<file path="src/rtl/router_dst_port.sv">
// Destination-side output stage: NCH independent FIFOs with a per-word end-of-packet flag,
// a registered read port, and a per-channel flush when the destination stops reading.
module router_dst_port #(
  parameter int unsigned DW      = 8,
  parameter int unsigned DEPTH   = 16,
  parameter int unsigned NCH     = 3,
  parameter int unsigned TIMEOUT = 30,
  parameter int unsigned CW      = $clog2(NCH)
) (
  input  logic              clock,
  input  logic              resetn,
  input  logic              wr_en,
  input  logic [CW-1:0]     wr_ch,
  input  logic [DW-1:0]     din,
  input  logic              din_last,
  output logic [NCH-1:0]    full,
  output logic [NCH*DW-1:0] dout,
  output logic [NCH-1:0]    eop_out,
  output logic [NCH-1:0]    vld_out,
  input  logic [NCH-1:0]    rd_enb,
  output logic [NCH-1:0]    soft_reset
);

  localparam int unsigned AW = $clog2(DEPTH);
  localparam int unsigned TW = $clog2(TIMEOUT + 1);

  if (DEPTH < 4 || (DEPTH & (DEPTH - 1)) != 0) begin : g_bad_depth
    $error("router_dst_port: DEPTH must be a power of 2 and at least 4");
  end
  if (NCH < 2 || NCH > 8) begin : g_bad_nch
    $error("router_dst_port: NCH must be in 2..8");
  end
  if (TIMEOUT < 1) begin : g_bad_timeout
    $error("router_dst_port: TIMEOUT must be at least 1");
  end

  // Out-of-range channel selects are discarded before the per-channel decode.
  logic wr_ok;
  assign wr_ok = wr_en && (32'(wr_ch) < NCH);

  for (genvar k = 0; k < NCH; k++) begin : g_ch
    logic [DW:0]   mem [DEPTH];
    logic [AW-1:0] wptr_q, wptr_d;
    logic [AW-1:0] rptr_q, rptr_d;
    logic [AW:0]   cnt_q, cnt_d;
    logic [TW-1:0] idle_q, idle_d;
    logic [DW:0]   head_q, head_d;
    logic          sr_q, sr_d;
    logic          vld, is_full, push, pop, flush;

    assign vld     = (cnt_q != '0);
    assign is_full = (cnt_q == (AW+1)'(DEPTH));
    assign pop     = vld && rd_enb[k];
    // Flush fires on the edge at which the stall counter would reach TIMEOUT.
    assign flush   = vld && !rd_enb[k] && (idle_q == TW'(TIMEOUT - 1));
    assign push    = wr_ok && (wr_ch == CW'(k)) && !is_full && !flush;

    always_comb begin
      wptr_d = wptr_q;
      rptr_d = rptr_q;
      cnt_d  = cnt_q;
      idle_d = idle_q;
      head_d = head_q;
      sr_d   = 1'b0;
      if (flush) begin
        wptr_d = '0;
        rptr_d = '0;
        cnt_d  = '0;
        idle_d = '0;
        head_d = '0;
        sr_d   = 1'b1;
      end else begin
        if (push) begin
          wptr_d = wptr_q + AW'(1);
        end
        if (pop) begin
          rptr_d = rptr_q + AW'(1);
          head_d = mem[rptr_q];
        end
        case ({push, pop})
          2'b10:   cnt_d = cnt_q + (AW+1)'(1);
          2'b01:   cnt_d = cnt_q - (AW+1)'(1);
          default: cnt_d = cnt_q;
        endcase
        idle_d = (vld && !rd_enb[k]) ? idle_q + TW'(1) : '0;
      end
    end

    always_ff @(posedge clock or negedge resetn) begin
      if (!resetn) begin
        wptr_q <= '0;
        rptr_q <= '0;
        cnt_q  <= '0;
        idle_q <= '0;
        head_q <= '0;
        sr_q   <= 1'b0;
      end else begin
        wptr_q <= wptr_d;
        rptr_q <= rptr_d;
        cnt_q  <= cnt_d;
        idle_q <= idle_d;
        head_q <= head_d;
        sr_q   <= sr_d;
      end
    end

    // Storage needs no reset: contents are only visible through head_q after a pop.
    always_ff @(posedge clock) begin
      if (push) begin
        mem[wptr_q] <= {din_last, din};
      end
    end

    assign full[k]             = is_full;
    assign vld_out[k]          = vld;
    assign dout[k*DW +: DW]    = head_q[DW-1:0];
    assign eop_out[k]          = head_q[DW];
    assign soft_reset[k]       = sr_q;
  end

endmodule
</file>
<file path="config.mk">
export PLATFORM = sky130hd
export DESIGN_NAME = router_dst_port
export DESIGN_NICKNAME = d
export VERILOG_FILES = /design/src/rtl/router_dst_port.sv
export SDC_FILE = /design/constraint.sdc
export NUM_CORES = 1
export LEC_CHECK = 0
export BUFFER_PORTS_ARGS = -buffer_cell sky130_fd_sc_hd__buf_2
export CORE_ASPECT_RATIO = 1.4
export CORE_MARGIN = 3
export CORE_UTILIZATION = 25
export DETAILED_ROUTE_END_ITERATION = 8
export HOLD_SLACK_MARGIN = 0.12
export MAX_ROUTING_LAYER = met4
export PLACE_DENSITY = 0.49
export SYNTH_ARGS = -nofsm -noshare
export SYNTH_HDL_FRONTEND = slang
export SYNTH_SLANG_ARGS = --single-unit
</file>
<file path="constraint.sdc">
create_clock -name clock -period 2.9 [get_ports clock]
set_input_delay 0.87 -clock clock [delete_from_list [all_inputs] [get_ports clock]]
set_output_delay 0.87 -clock clock [all_outputs]
set_load 0.05 [all_outputs]
</file>
Yosys cells after proc, flatten, opt, wreduce, memory -nomap -nowiden
Memories as Yosys holds them, arrays and structs flattened.
Index checks and enable logic that the tools add are counted.
{"block": "classes", "add_sub_neg": 15, "reduce_logical": 41, "n_lt_le_gt_ge": 1, "muxes": 39, "eq_ne": 14}
{"cell": "two-way mux 9 bit", "count": 6}
{"cell": "two-way mux 4 bit", "count": 12}
{"cell": "two-way mux 5 bit", "count": 9}
{"cell": "adder 5 x 1 -> 5 bit (second input constant)", "count": 6}
{"cell": "== test 5 bit (second input constant)", "count": 6}
{"cell": "one-hot mux 5 bit (2 select lines)", "count": 3}
{"cell": "adder 4 x 1 -> 4 bit (second input constant)", "count": 6}
{"cell": "logical AND 1 bit", "count": 19}
{"cell": "nonzero test 5 bit", "count": 3}
{"cell": "subtractor 5 x 1 -> 5 bit (second input constant)", "count": 3}
{"cell": "nonzero test 2 bit", "count": 6}
{"cell": "logical NOT 1 bit", "count": 9}
{"cell": "two-way mux 1 bit", "count": 9}
{"cell": "nonzero test 3 bit", "count": 3}
{"cell": "== test 2 x 1 -> 1 bit (second input constant)", "count": 4}
{"cell": "== test 2 bit (second input constant)", "count": 4}
{"cell": "logical NOT 2 bit", "count": 1}
{"cell": "less-than comparator 2 bit (second input constant)", "count": 1}
{"block": "word_totals", "wordCells": 131, "ramBits": 432, "input_bits": 17, "memories": 3, "ff_bits": 84, "output_inout_bits": 36}
{"memory": "g_ch[0].mem", "words": 16, "word_bits": 9, "read_ports": 1, "rd_clocked_by_memory_dff": 0, "wr": 1, "line_no": "42", "rtl": "logic [DW:0] mem [DEPTH];"}
{"memory": "g_ch[1].mem", "words": 16, "word_bits": 9, "read_ports": 1, "rd_clocked_by_memory_dff": 0, "wr": 1, "line_no": "42"}
{"memory": "g_ch[2].mem", "words": 16, "word_bits": 9, "read_ports": 1, "rd_clocked_by_memory_dff": 0, "wr": 1, "line_no": "42"}

Depth between registers and ports, before layout
Gate-level depths: netlist (run 1).
{"block": "depth", "word_depth": 8, "ltp_mapped": 12, "ltp_nobuf": 10}

Least setup slack after synthesis (run 1)
Ideal clock, no wire load.
{"block": "synth_path", "path_type": "input -> register", "from": "input wr_ch[1]", "to": "register g_ch[0].cnt_q[4]", "stages": 11, "setup_slack_ns": -0.092, "arrival_time_ns": 2.852, "n_path_buf": 1, "required_time_ns": 2.760, "path_cell_list": "or3b_2 a21oi_1 buf_2 nor2_1 xor2_1 ha_1 o21ai_0 a21oi_1 a211oi_1 nand2b_1 a31oi_1"}
{"block": "synth_via", "elab_chain_len": 8}
{"item": "start: declaration", "line_no": "13", "rtl": "input logic [CW-1:0] wr_ch,"}
{"item": "less-than comparator 2 bit", "line_no": "39", "rtl": "assign wr_ok = wr_en && (32'(wr_ch) < NCH);"}
{"item": "logical AND 1 bit", "line_no": "39"}
{"item": "logical AND 1 bit * (3 in series)", "line_no": "56", "rtl": "assign push = wr_ok && (wr_ch == CW'(k)) && !is_full && !flush;"}
{"item": "== test 2 x 1 -> 1 bit / == test 2 bit (equally long branches)", "line_no": "80", "rtl": "case ({push, pop})"}
{"item": "one-hot mux 5 bit (2 select lines)", "line_no": "80"}
{"item": "two-way mux 5 bit", "line_no": "65", "rtl": "if (flush) begin"}
{"item": "end signal: assignment", "line_no": "100", "rtl": "cnt_q <= cnt_d;"}
{"item": "end: declaration", "line_no": "45", "rtl": "logic [AW:0] cnt_q, cnt_d;"}
Every way passes the cells marked *; elsewhere a longest branch is shown, timed or not.
A chain may end at the register's enable or synchronous reset.

Worst setup path in the final report (run 1)
{"block": "layout_path", "from": "register g_ch[1].cnt_q[0]", "to": "output vld_out[1]"}
{"block": "layout_via", "elab_chain_len": 1}
{"item": "start: declaration", "line_no": "45"}
{"item": "start signal: assignment", "line_no": "100"}
{"item": "nonzero test 5 bit", "line_no": "51", "rtl": "assign vld = (cnt_q != '0);"}
{"item": "end: declaration", "line_no": "19", "rtl": "output logic [NCH-1:0] vld_out,"}
No other way between the ends.

==> impl_metrics.env, run 1 <==
export IMPL_hold_viol_final=0
export IMPL_clkPwrFrac_pct=29.2
export IMPL_hp_class="in2async"
export IMPL_grt_usage_pct=11.6
export IMPL_avgRoutedWirePerCell_um=20.0
export IMPL_slew_violations=0
export IMPL_internal_power_mw=15.9
export IMPL_r2r_slack_ns=0.17
export IMPL_setup_viol=0
export IMPL_worst_pin_slew_ns=1.02
export IMPL_fin_skew_ns=0.0235
export IMPL_outcome="completed"
export IMPL_synth_area_leader_cell="edfxtp_1"
export IMPL_grt_max_degree=49
export IMPL_grt_overflow_total=0
export IMPL_die_area_um2=88400
export IMPL_endpoint_kind="primary output"
export IMPL_synthToLayoutAreaGrowth_pct=20.6
export IMPL_grt_pass1_wl_um=75600
export IMPL_drt_iter0_markers=640
export IMPL_nets=1379
export IMPL_portBuffers=52
export IMPL_seq_area_um2=15100
export IMPL_ys_seq_elements=516
export IMPL_gp_congestion=0.776
export IMPL_finalInstanceArea_um2=25600
export IMPL_cp_num_cells=5
export IMPL_clk_path_buf_depth=3
export IMPL_fin_setup_tns_ns=0
export IMPL_ys_seq_area_share_pct=71.1
export IMPL_core_um2=83500
export IMPL_max_stage_delay_ns=0.38
export IMPL_dpl_hpwl_um=32300
export IMPL_nFillCells=8171
export IMPL_cp_start_kind="flop"
export IMPL_io_pins=53
export IMPL_crit_type="reg2out"
export IMPL_r2r_end="g_ch[0].cnt_q[4]"
export IMPL_synth_distinct_cells=68
export IMPL_rows=125
export IMPL_fp_dieH_um=351
export IMPL_reg2regPathDepth=10
export IMPL_seq_power_share_pct=40.5
export IMPL_drive_gt1_share_pct=29.7
export IMPL_syn_num_nets=1219
export IMPL_dpl_cell_count=2356
export IMPL_totalPowerFinal_mw=23.6
export IMPL_start_util_pct=25.4
export IMPL_synth_cells=1175
export IMPL_insertion_delay_ns=0.60
export IMPL_cp_max_fo=6
export IMPL_r2r_start="g_ch[0].cnt_q[1]"
export IMPL_cp_data_arrival_time_ns=1.95
export IMPL_ant_nets=0
export IMPL_critPathTopFamily="buffers and inverters"
export IMPL_chipWidth_um=252
export IMPL_period_minus_slack_ns=2.82
export IMPL_switching_share_pct=32.8
export IMPL_via_count=10947
export IMPL_fin_crit_sh_pct=97.4
export IMPL_slew_headroom_pct=31.5
export IMPL_utilization_pct=30.6
export IMPL_power_frac_comb_pct=30.3
export IMPL_multiInputGateArea_um2=5700
export IMPL_synth_edf_count=432
export IMPL_dr_pass1_iters=4
export IMPL_yosysWarnings=0
export IMPL_cts_buffers=50
export IMPL_p_per_area_nw_per_um2=924
export IMPL_fmax_mhz=354
export IMPL_cts_tree="built"
export IMPL_worst_path_max_delay_cell="dfrtp_1"
export IMPL_avgViaCountPerCell=4.46
export IMPL_path_cells="buf_4 -> nor4_4 -> buf_4 -> nand2_1 -> buf_6"
export IMPL_cpMostUsedCell="buf_4"
export IMPL_clkTransAtPathRegs_ns=0.06
export IMPL_grt_pass1_vias=11761
export IMPL_htreeDepth=2
export IMPL_netlist_area_um2=21200
export IMPL_placed_area_um2=23700
export IMPL_switchingPower_mw=7.74
export IMPL_synth_top_cell_area_share_pct=61.2
export IMPL_ir_worst_vdd_mv=0.541
export IMPL_synth_area_leaders="edfxtp_1 (61%), mux4_2 (12%), dfrtp_1 (9.9%)"
export IMPL_grt_antenna_before_repair=2
export IMPL_remaining_drc_errors=0
export IMPL_wl_um=49200
export IMPL_worstPathRequired_ns=2.03
export IMPL_critPathBufInv=3
export IMPL_synth_main_ff_cell="edfxtp_1"
export IMPL_cts_root_buf="clkbuf_16"
export IMPL_synth_async_reset_ratio_pct=16.3
export IMPL_grt_setup_unrepaired="true"
export IMPL_final_cells=2455
export IMPL_p_leak_nw=8.72
export IMPL_cts_sinks=516
export IMPL_drv_cap=0
export IMPL_synth_avg_cell_area_um2=18.0
==> layout by cell type (no fill, tap or decap), drive strengths merged, types with 8 or more instances in the layout <==
cell	n
nor2	61
mux4	117
o21ai	27
clkinv	17
clkbuf	57
a22o	22
ha	27
dfrtp	84
xnor2	8
nor4	10
mux2i	19
bufinv	9
nand2	48
nor2b	19
edfxtp	432
buf	174
nand4	10
a21oi	35
inv	33
xor2	23
and2	30
nand3	18
nor3	10
a211oi	21
==> worst max-delay path by stage <==
| stage | start | endpoint | slack, ns |
|---|---|---|---|
| after floorplan | wr_ch[1] | g_ch[0].cnt_q[4] | 0.02 |
| after global placement | wr_ch[1] | g_ch[0].cnt_q[4] | -0.22 |
| after detailed placement | wr_ch[1] | g_ch[0].cnt_q[4] | -0.22 |
| after CTS | g_ch[2].cnt_q[2] | full[2] | 0.02 |
| after global routing | g_ch[1].cnt_q[0] | vld_out[1] | -0.01 |
| final | g_ch[1].cnt_q[0] | vld_out[1] | 0.08 |
==> worst reg2reg max path, cell delays in order, from the launching register on <==
cell and delay (ns):
dfrtp_1 0.48, or4_1 0.64, o21ai_2 0.23, nor2_1 0.13, xor2_1 0.16, ha_2 0.22
o21ai_0 0.09, a21oi_1 0.21, a211oi_2 0.10, a221oi_1 0.28, a31oi_1 0.06
==> cell usage after synthesis (17+ instances only) <==
cell type and n:
nand2_1 48, xor2_1 23, mux4_2 117, o21ai_0 23
a211oi_1 19, nand3_1 17, a21oi_1 34, mux2i_1 19
clkbuf_1 23, buf_2 22, dfrtp_1 84, edfxtp_1 432
nor2b_1 19, ha_1 27, a22o_1 21, nor2_1 60
and2_1 30, inv_1 29
==> sequential cells by signal, summed over array words and instances (netlist names) <==
name / flops
g_ch.cnt_q: 15
g_ch.head_q: 27
g_ch.mem: 432
g_ch.wptr_q: 12
g_ch.rptr_q: 12
g_ch.idle_q: 15
g_ch.sr_q: 3
==> repair_timing <==
action / 4_1_cts / 5_1_grt
hold buffers: 0 / 0
pin swaps: 2 / 2
endpoints found under the setup margin: 5 / 6
gates cloned: 0 / 0
gates resized for setup: 10 / 3
buffers inserted: 4 / 2
==> final cells by class <==
class	instances	area share [%]
flip-flops and latches	516	59.0
multi-input cells	564	22.3
repair buffers	174	6.20
well taps	1079	5.28
clock buffers	57	5.08
clock inverters	35	1.71
inverters	29	0.426
diodes	1	0.00979
==> power by group through the flow <==
stage               sequential (mW)  combinational, mW  clock (mW)
floorplan                      9.88               4.70           0
global placement               9.72               7.18           0
detailed placement             9.75               7.21           0
CTS                            9.59               7.31        7.16
global route                   9.70               7.76        7.44
finish                         9.57               7.15        6.91
==> cell families (layout without fill, tap and decap cells) <==
| logic type | count (synthesis) | after routing | share of synthesized area, % |
|---|---|---|---|
| other | 0 | 1 | 0 |
| buffers and inverters | 95 | 295 | 2.23 |
| adders and majority gates | 27 | 27 | 1.59 |
| muxes | 137 | 137 | 13.4 |
| xor gates and xnor gates | 31 | 31 | 1.28 |
| and+or+nand+nor | 230 | 230 | 5.85 |
| DFF | 516 | 516 | 71.1 |
| AOI/OAI and AO/OA | 139 | 139 | 4.55 |
==> per-stage QoR <==
| step | setup slack, ns | hold slack [ns] |
|---|---|---|
| after global routing | -0.0127 | 0.309 |
| after CTS | 0.0172 | 0.271 |
| final | 0.0764 | 0.275 |
| after detailed placement | -0.216 | 0.480 |
| after global placement | -0.217 | 0.475 |
| after floorplan | 0.0213 | 0.457 |
==> routing by layer <==
layer,track usage [%],part of all wire (%),up-vias
met2,20.6,53,196
met1,13.6,40,5703
li1,-,-,4974
met4,3.79,2.9,0
met5,-,0,-
met3,1.79,3.4,74
No activity file was read; power rests on OpenSTA's default activity.
==> inputs of run 2 (changes only) <==
--- a/config.mk
+++ b/config.mk
@@ -5,9 +5,10 @@
 export SDC_FILE = /design/constraint.sdc
 export NUM_CORES = 1
 export LEC_CHECK = 0
+export ABC_AREA = 1
 export BUFFER_PORTS_ARGS = -buffer_cell sky130_fd_sc_hd__buf_2
 export CORE_ASPECT_RATIO = 1.4
-export CORE_MARGIN = 3
+export CORE_MARGIN = 2
 export CORE_UTILIZATION = 25
 export DETAILED_ROUTE_END_ITERATION = 8
 export HOLD_SLACK_MARGIN = 0.12
==> impl_metrics.env, run 2 <==
export IMPL_ant_nets=0
export IMPL_htreeDepth=2
export IMPL_max_stage_delay_ns=0.45
export IMPL_postCtsSetupRepairBufs=0
export IMPL_wl_um=57400
export IMPL_synth_common_cells="nand2_1 (515), edfxtp_1 (432), nand3_1 (206)"
export IMPL_synth_area_leader_cell="edfxtp_1"
export IMPL_cp_data_arrival_time_ns=1.79
export IMPL_cp_start_kind="flop"
export IMPL_worst_pin_slew_ns=0.989
export IMPL_grt_usage_pct=13.3
export IMPL_portBuffers=52
export IMPL_drive_gt1_share_pct=13.7
export IMPL_fin_skew_ns=0.0123
export IMPL_endpoint_kind="primary output"
export IMPL_final_cell_mix="nand2_1 (515), edfxtp_1 (432), nand3_1 (206)"
export IMPL_switching_share_pct=38.0
export IMPL_clkPwrFrac_pct=29.2
export IMPL_switchingPower_mw=9.38
export IMPL_outcome="completed"
export IMPL_internal_power_mw=15.3
export IMPL_worstPathRequired_ns=2.03
export IMPL_ir_worst_vdd_mv=0.433
export IMPL_gp_congestion=0.823
export IMPL_fmax_mhz=376
export IMPL_setup_viol=0
export IMPL_avgViaCountPerCell=4.55
export IMPL_grt_max_degree=77
export IMPL_seq_power_share_pct=37.5
export IMPL_nets=2005
export IMPL_drt_iter0_markers=1102
export IMPL_fp_dieH_um=351
export IMPL_top_register="g_ch.mem"
export IMPL_cts_sinks=516
export IMPL_synth_async_reset_ratio_pct=16.3
export IMPL_yosysMostFrequentCell="nand2_1"
export IMPL_grt_pass1_wl_um=87000
export IMPL_synth_area_leaders="edfxtp_1 (60%), dfrtp_1 (9.8%), nand2_1 (9.0%)"
export IMPL_path_cells="nor2_2 -> nand3_1 -> inv_1 -> buf_2"
export IMPL_synth_edf_count=432
export IMPL_synth_distinct_cells=36
export IMPL_p_leak_nw=9.63
export IMPL_largest_reg_flops=432
export IMPL_power_frac_comb_pct=33.3
export IMPL_cp_max_fo=5
export IMPL_cp_num_cells=4
export IMPL_crit_type="reg2out"
export IMPL_slew_headroom_pct=33.7
export IMPL_synth_cells=1866
export IMPL_period_minus_slack_ns=2.66
export IMPL_clk_path_buf_depth=3
export IMPL_die_area_um2=88500
export IMPL_cts_root_buf="clkbuf_16"
export IMPL_syn_num_nets=1910
export IMPL_netlist_area_um2=21500
export IMPL_synthToLayoutAreaGrowth_pct=17.8
export IMPL_critPathBufInv=2
export IMPL_final_common_cell="nand2_1"
export IMPL_grt_antenna_before_repair=1
export IMPL_grt_pass1_vias=14646
export IMPL_hp_class="in2async"
export IMPL_cts_buffers=51
export IMPL_seq_area_um2=15100
export IMPL_drv_cap=0
export IMPL_hold_viol_final=0
export IMPL_cts_tree="built"
export IMPL_synth_main_ff_cell="edfxtp_1"
export IMPL_critPathTopFamily="flip-flops"
export IMPL_multiInputGateArea_um2=5680
export IMPL_rows=127
export IMPL_synth_avg_cell_area_um2=11.5
export IMPL_p_per_area_nw_per_um2=972
export IMPL_synth_top_cell_area_share_pct=60.3
export IMPL_chipWidth_um=252
export IMPL_grt_overflow_total=0
export IMPL_clkTransAtPathRegs_ns=0.06
export IMPL_dpl_hpwl_um=36900
export IMPL_io_pins=53
export IMPL_cts_hold_buf=0
export IMPL_worst_path_max_delay_cell="dfrtp_1"
export IMPL_ys_seq_elements=516
export IMPL_avgRoutedWirePerCell_um=18.5
export IMPL_slew_violations=0
export IMPL_nFillCells=8723
export IMPL_r2r_slack_ns=0.51
export IMPL_r2r_start="g_ch[1].rptr_q[1]"
export IMPL_cts_resized=0
export IMPL_insertion_delay_ns=0.60
export IMPL_fin_setup_tns_ns=0
export IMPL_r2r_end="g_ch[1].head_q[6]"
export IMPL_core_um2=85500
export IMPL_reg_largest_list="g_ch.mem (432), g_ch.head_q (27)"
export IMPL_ys_seq_area_share_pct=70.0
export IMPL_via_count=14115
export IMPL_grt_setup_unrepaired="false"
export IMPL_dr_pass1_iters=5
export IMPL_totalPowerFinal_mw=24.7
export IMPL_reg2regPathDepth=8
export IMPL_start_util_pct=25.2
export IMPL_fin_crit_sh_pct=91.6
export IMPL_remaining_drc_errors=0
export IMPL_yosysWarnings=0
run 2: cell count changes after synthesis, sizes merged, moves of 21 or more:
cell,delta
a21oi,+136
a22o,-22
nand3,+190
inv,+51
and2,-30
clkbuf,+26
nand2,+483
mux4,-117
a211oi,-21
a22oi,+76
run 2: worst max path at each step:
stage,endpoint,startpoint,slack (ns)
finish,full[2],g_ch[2].cnt_q[0],0.24
global placement,g_ch[0].cnt_q[4],wr_ch[0],0.22
global route,full[0],g_ch[0].cnt_q[1],0.1
floorplan,g_ch[2].mem[15][0],wr_ch[0],0.40
CTS,full[2],g_ch[2].cnt_q[0],0.15
detailed placement,g_ch[0].mem[2][6],wr_ch[0],0.22
run 2: kinds of logic after synthesis:
group                      synth area share [%]
and+or+nand+nor                            16.5
DFF                                        70.0
AOI/OAI and AO/OA                          7.75
buffers and inverters                      3.60
adders and majority gates                  1.57
xor gates and xnor gates                  0.529
run 2: power by group through the flow:
stage	Combinational (mW)	Clock (mW)	Sequential [mW]
after floorplan	5.21	0	9.84
after global placement	8.26	0	9.39
after detailed placement	8.30	0	9.41
after CTS	8.31	7.38	9.26
after global routing	9.13	7.63	9.34
final	8.22	7.20	9.25
run 2: layout make-up:
class	instances	area share, %
Sequential cell	516	59.4
Inverter	83	1.23
Antenna cell	1	0.00986
Multi-Input combinational cell	1167	22.4
Clock buffer	66	5.95
Tap cell	1096	5.41
Timing Repair Buffer	142	4.24
Clock inverter	29	1.35
run 2: routing by layer:
metal  vias to the layer above  GRT usage, %  share of wire (%)
met5                         -             -                  0
met4                         0          5.17                3.6
met3                       105          1.72                3.2
met2                       326          24.4                 53
met1                      6932          14.5                 40
li1                       6752             -                  -
run 2: stage by stage:
| step | hold slack (ns) | area (um2) | cells | util (%) | setup slack (ns) |
|---|---|---|---|---|---|
| floorplan | 0.461 | 21500 | 1866 | - | 0.403 |
| global placement | 0.463 | 23500 | 3004 | 27.5 | 0.223 |
| detailed placement | 0.461 | 23500 | 3004 | 27.5 | 0.220 |
| CTS | 0.298 | 25400 | 3099 | 29.7 | 0.152 |
| global route | 0.308 | 25400 | 3100 | 29.7 | 0.0980 |
| finish | 0.294 | 25400 | 3100 | 29.7 | 0.242 |
run 2: worst register-to-register path, stage by stage (launching register included):
cell and delay (ns):
dfrtp_1 0.35, clkinv_1 0.76, buf_4 0.48, a21oi_1 0.13
a22oi_1 0.10, nand2_1 0.06, nand3_1 0.13, nand3_1 0.18
nand2_1 0.08
